### config.mk
export PLATFORM = sky130hd
export DESIGN_NAME = jtframe_frac_cen_gen
export DESIGN_NICKNAME = d
export VERILOG_FILES = /design/src/rtl/jtframe_frac_cen_gen.sv
export SDC_FILE = /design/constraint.sdc
export NUM_CORES = 1
export LEC_CHECK = 0
export CAP_MARGIN = 20
export CORE_MARGIN = 2
export CORE_UTILIZATION = 33
export CTS_BUF_LIST = sky130_fd_sc_hd__clkbuf_4
export DETAILED_ROUTE_END_ITERATION = 8
export DONT_BUFFER_PORTS = 1
export GPL_ROUTABILITY_DRIVEN = 0
export PLACE_DENSITY_LB_ADDON = 0.2
export RECOVER_POWER = 100
export SYNTH_ARGS = -nofsm -noshare
export SYNTH_HDL_FRONTEND = slang
export SYNTH_SLANG_ARGS = --single-unit
### constraint.sdc
create_clock -name clk -period 9.4 [get_ports clk]
set_input_delay 1.41 -clock clk [delete_from_list [all_inputs] [get_ports clk]]
set_output_delay 1.41 -clock clk [all_outputs]
set_load 0.03 [all_outputs]
### src/rtl/jtframe_frac_cen_gen.sv
// Fractional clock-enable generator: cen[0] averages f_clk*step/lim, cen[k] divides it by 2^k.
// Define JTFRAME_FRACCEN_STALL_EN to add a stall input that freezes the generator without losing phase.
module jtframe_frac_cen_gen #(
   parameter int          W     = 11,
   parameter int          N     = 2,
   parameter int unsigned STEP0 = 105,
   parameter int unsigned LIM0  = 1408,
   localparam int         DW    = (N > 1) ? N - 1 : 1
) (
   input  logic          clk,
   input  logic          rst_n,
   input  logic          cfg_we,
   input  logic [W-1:0]  cfg_step,
   input  logic [W-1:0]  cfg_lim,
`ifdef JTFRAME_FRACCEN_STALL_EN
   input  logic          stall,
`endif
   output logic [N-1:0]  cen,
   output logic [DW-1:0] cen_idx
);

   logic [W-1:0]  cnt_q, cnt_d;
   logic [W-1:0]  step_q, step_d;
   logic [W-1:0]  lim_q, lim_d;
   logic [N-1:0]  cen_q, cen_d;
   logic [DW-1:0] div_q, div_d;
   logic [W:0]    next_w, lim_step_w, diff_w;
   logic [N-1:0]  tap_w;
   logic          run_w;

`ifdef JTFRAME_FRACCEN_STALL_EN
   assign run_w = ~stall;
`else
   assign run_w = 1'b1;
`endif

   assign next_w     = {1'b0, cnt_q} + {1'b0, step_q};
   assign lim_step_w = {1'b0, lim_q} + {1'b0, step_q};
   assign diff_w     = next_w - {1'b0, lim_q};

   // Pulse pattern for one cen[0] event: cen[k] fires when the low k div bits are all ones
   assign tap_w[0] = 1'b1;
   generate
      for (genvar gi = 1; gi < N; gi++) begin : g_tap
         assign tap_w[gi] = &div_q[gi-1:0];
      end
   endgenerate

   always_comb begin
      cnt_d  = cnt_q;
      div_d  = div_q;
      step_d = step_q;
      lim_d  = lim_q;
      cen_d  = '0;
      if (cfg_we) begin
         step_d = cfg_step;
         lim_d  = cfg_lim;
         cnt_d  = '0;
         div_d  = '0;
      end else if (!run_w) begin
         cnt_d = cnt_q;
      end else if ({1'b0, cnt_q} >= lim_step_w) begin
         // Unreachable from a sane state; also swallows step=0,lim=0
         cnt_d = '0;
         div_d = '0;
      end else if (step_q >= lim_q) begin
         cnt_d = '0;
         cen_d = tap_w;
         div_d = div_q + DW'(1);
      end else if (next_w >= {1'b0, lim_q}) begin
         cnt_d = diff_w[W-1:0];
         cen_d = tap_w;
         div_d = div_q + DW'(1);
      end else begin
         cnt_d = next_w[W-1:0];
      end
   end

   always_ff @(posedge clk or negedge rst_n) begin
      if (!rst_n) begin
         cnt_q  <= '0;
         step_q <= W'(STEP0);
         lim_q  <= W'(LIM0);
         cen_q  <= '0;
      end else begin
         cnt_q  <= cnt_d;
         step_q <= step_d;
         lim_q  <= lim_d;
         cen_q  <= cen_d;
      end
   end

   generate
      if (N > 1) begin : g_div
         always_ff @(posedge clk or negedge rst_n) begin
            if (!rst_n) div_q <= '0;
            else        div_q <= div_d;
         end
      end else begin : g_nodiv
         assign div_q = '0;
      end
   endgenerate

   assign cen     = cen_q;
   assign cen_idx = div_q;

endmodule
Yosys cells after proc, flatten, opt, wreduce, memory -nomap -nowiden
Cells that the tools add are included.

Output and inout port bits: 3. Logic and storage cells: 25. Register bits: 36.

Reduce and logical (&&, ||, !) cells: 1. Add/sub/neg operators: 4. Muxes and demuxes: 12. Order comparisons: 3.

Operators with widths (count): $mux 11 (4); $add 11x11->12 (2); $ge 11x12->1 (1); $ge 12x11->1 (1); $ge 11x11->1 (1); $sub 11x11->11 (1); $mux 2 (4); $mux 1 (4); $reduce_bool 4->1 (1); $add 1x1->1 const B (1).

Longest topological paths before layout
Word-level depth: 6. Depth in mapped cells: 17. Mapped depth without buffers: 16.

Least setup slack after synthesis
Ideal clock, no wire load.

Path type: reg-to-reg. Start point: reg cnt_q[0]. End point: reg cnt_q[8]. Cell stages (with the launch flop): 14. Slack: 5.908 ns. Period minus slack after synthesis: 3.492 ns. Buffers on the path: 1. Arrival time: 3.360 ns. Library setup time: 0.132 ns. Required time: 9.268 ns. Cell sequence: dfrtp_1 -> ha_1 -> fa_1 -> a21oi_1 -> o22ai_1 -> o41ai_1 -> nand3_1 -> o311ai_0 -> ha_1 -> a2111oi_0 -> o2111a_2 -> buf_6 -> mux2i_1 -> nor2_1.

Cells in the longest elaborated chain, start to end: 6. Elaborated cells on any way between the ends: 8. Those cells by class: add/sub: 2; order compare: 2; mux: 4.

RTL lines: from (decl) (RTL line 22) `logic [W-1:0] cnt_q, cnt_d;`; from (signal assigned) (RTL line 86) `cnt_q <= cnt_d;`; $add 11x11->12 (RTL line 37) `assign next_w = {1'b0, cnt_q} + {1'b0, step_q};`; $sub 11x11->11 / $ge 12x11->1 (equally long branches) (RTL line 39, 70); $mux 11 (RTL line 70) `end else if (next_w >= {1'b0, lim_q}) begin`; $mux 11 (RTL line 66) `end else if (step_q >= lim_q) begin`; $mux 11 (*) (RTL line 62) `end else if ({1'b0, cnt_q} >= lim_step_w) begin`; $mux 11 (*) (RTL line 55) `if (cfg_we) begin`; named net cnt_d[8] (RTL line 22).

Mark *: on every way through the listed nets, which the timed path passes. The rest lies on a longest branch. A chain may end at the register's enable or synchronous reset.

Final worst setup path
Start point: reg cnt_q[0]. End point: reg cen_q[1], in the netlist cen[1].

Cells in the longest elaborated chain, start to end: 6. Elaborated cells on any way between the ends: 7. Those cells by class: add/sub: 1; order compare: 2; mux: 4.

RTL lines: $add 11x11->12 (RTL line 37); $ge 12x11->1 (RTL line 70); $mux 2 (RTL line 70); $mux 2 (RTL line 66); $mux 2 (*) (RTL line 62); $mux 2 (*) (RTL line 55); named net cen_d[1] (RTL line 25) `logic [N-1:0] cen_q, cen_d;`; to (signal assigned) (RTL line 89) `cen_q <= cen_d;`; to (decl) (RTL line 25).

Marked as above.

==> metrics.md <==
| Metric | Value |
|---|---|
| Initial drt markers | `85` |
| Post-synth top cells | `55 x ha_1, 29 x dfrtp_1, 27 x a21oi_1, 27 x nand2_1` |
| Synth Instances | `between 300 and 400` |
| Total chip power | `857.4 uW` |
| Area growth syn-to-layout | `5.699%` |
| Die Span Y | `around 100 um` |
| Cts bufs inserted | `5` |
| Post-detail-place hpwl | `5883 um` |
| Fin nets | `between 400 and 500` |
| Critical R2R Launch | `cnt_q[0]` |
| Ratio of cells with drive above 1 in the final layout | `8.840%` |
| Full die area | `10,790 um^2` |
| Global-route wire length before repair | `12,610 um` |
| Routed Antenna Nets | `0` |
| Worst-path clk slew | `120 ps` |
| Share of the synthesized area in the top cell type | `22.04%` |
| Clock Tree Buf Depth | `2` |
| Critical Path Sink Type | `flip-flop` |
| CP startpoint kind | `flip-flop` |
| Status | `complete, no violations` |
| Vias | `2,538` |
| Avg WL per Cell | `about 15 um` |
| Sink Count | `36` |
| Synth async-reset ratio | `100.0%` |
| WHS | `approximately 540 ps` |
| Core area | `between 9000 and 10,000 um^2` |
| RSZ-0062 raised after global routing | `no` |
| Slew HR | `54.68%` |
| Post-synth EDFFs | `0` |
| Post-CTS Setup Bufs | `0` |
| Reg-to-reg critical path endpoint | `cen[1]` |
| Cell with the most instances after synthesis | `ha_1` |
| Maxcap violations | `0` |
| Syn Area/Cell | `about 9 um^2` |
| Critical path type | `flip-flop to flip-flop` |
| ANT cells | `0` |
| Initial antenna violation count | `1` |
| Leak | `0.001591 uW` |
| # resized after CTS | `0` |
| Max Freq | `about 0.23 GHz` |
| Worst Tran Pin Value | `about 670 ps` |
| Synth Cell Area | `3293 um^2` |
| Post-Syn Nets | `444` |
| Initial Util | `33.85%` |
| CTS root buf | `clkbuf_4` |
| PwrDens | `246.3 nW/um^2` |
| Area of the multi-input gates | `2251 um^2` |
| H-tree levels | `2` |
| Hold_buf cts | `0` |
| CTS tree | `done` |
| Row count | `36` |
| Worst EP required | `about 9700 ps` |
| Worst R2R Path Depth | `11` |
| # DRC | `0` |
| Crit path DAT | `between 4000 and 5000 ps` |
| Vias in the first global route | `2,613` |
| Slew Limit Fails | `0` |
| Tcrit/Tclk final | `46.41%` |
| Sequential area share after synthesis | `27.62%` |
| Min-Delay Path Depth | `2` |
| DRT Wirelength | `7468 um` |
| Worst reg-to-reg setup slack | `5040 ps` |
| Detailed-router iteration count before antenna repair | `4` |
| Library cells used by synthesis | `50` |
| Global route overflow | `0` |
| Clk Latency, worst-skew pair | `between 300 and 400 ps` |
| Hold EP | `step_q[0]` |
| I/O Pins | `28` |
| Min Tclk post-route | `4362 ps` |
| Setup Skew | `9.071 ps` |
| Final hold vios | `0` |
| CP max FO | `16` |
| GR Util All Layers | `14.43%` |
| Largest cells by area after synthesis | `dfrtp_1 22%, ha_1 21%, dfstp_2 5.6%` |
| Hold Path Origin | `step_q[0]` |
| Width of the die | `103.9 um` |
| Fill count | `1,007` |
| Setup TNS Final | `0 ps` |
| Synth warn | `0` |
| Largest net degree at the start of global routing | `37` |
| Buffers on Ports | `0` |
| Post-synthesis register bit count | `36` |
| Top_reg_cell synth | `dfrtp_1` |
| Hold crit path type | `flip-flop to flip-flop` |
| # setup viols final | `0` |
| VDD IR max | `66.76 uV` |
| Synth area leader | `dfrtp_1` |
| Flip-flop and latch area | `909.6 um^2` |
| Mean number of vias per cell | `5.127` |
==> routing by layer <==
metal | wire (um) | track usage [%] | vias up
li1 | - | - | 1295
met1 | 3890 | 20.19 | 1195
met2 | 3206 | 22.23 | 35
met3 | 229 | 2.882 | 11
met4 | 128 | 4.826 | 2
met5 | 13 | 0 | -
==> power breakdown <==
group	switching, uW	internal, uW	leakage (uW)
Combinational	297	253	0.00112
Clock	54.8	34.6	0.0000338
Sequential	34.1	183	0.000438
==> stage by stage <==
step | instance area (um^2) | utilization (%) | worst slack [ps] | cells
6_report | 3481 | 35.78 | 5038 | 495
3_3_place_gp | 3426 | 35.21 | 5391 | 487
4_1_cts | 3482 | 35.79 | 5244 | 495
3_5_place_dp | 3426 | 35.21 | 5285 | 487
5_1_grt | 3481 | 35.78 | 4657 | 495
2_1_floorplan | 3293 | - | 5908 | 361
==> placed cells by master (no fill, tap or decap), types with 3 or more instances in the layout <==
cell type	count
ha_1	55
dfrtp_1	29
a21oi_1	27
nand2_1	27
inv_1	26
nor2_1	26
o21ai_0	22
xnor2_1	17
mux2_2	12
mux2i_1	9
nor3_1	8
nor2b_1	7
nand3_1	7
clkbuf_4	7
dfstp_2	7
nand2b_1	6
a211oi_1	6
o21bai_1	5
xor2_1	5
a21o_1	5
o21a_1	5
nor3b_1	3
nor4b_1	3
a31oi_1	3
nand4_1	3
fa_1	3
==> flip-flops by register name, summed over array words and instances (netlist names) <==
| register | flops |
|---|---|
| cen_idx | 1 |
| cnt_q | 11 |
| cen | 2 |
| step_q | 11 |
| lim_q | 11 |
==> cell type report <==
class	instances	share of cell area, %
flip-flops and latches	36	26.13
clock inverters	1	0.1078
multi-input cells	292	64.67
clock buffers	7	1.510
well taps	133	4.781
inverters	26	2.804
==> worst max-delay path, stage by stage (launching register included) <==
cell and delay (ps):
dfrtp_1 400, ha_1 240, fa_1 410, a21oi_1 220, o22ai_1 120, o41ai_1 570
o311ai_0 320, ha_1 410, a2111oi_0 420, o2111a_1 690, nand2_1 250, and3_1 240
==> how the worst max path moves through the flow <==
stage | startpoint | endpoint | slack, ps | cells after the start
floorplan | cnt_q[0] | cnt_q[8] | 5910 | 13
global placement | cnt_q[0] | cen[1] | 5390 | 11
detailed placement | cnt_q[0] | cnt_q[1] | 5290 | 11
CTS | cnt_q[0] | cnt_q[1] | 5240 | 11
global route | cnt_q[0] | cnt_q[0] | 4660 | 11
finish | cnt_q[0] | cen[1] | 5040 | 11
==> cell families after synthesis <==
family                   share of synthesized area [%]
AND/OR/NAND/NOR                                  15.43
multiplexers                                     6.839
flip-flops                                       27.62
buffers and inverters                            3.989
adder cells (fa/ha/maj)                          22.72
AO/OA/AOI/OAI                                    17.55
XOR/XNOR                                         5.851
(Power assumes the default switching activity.)
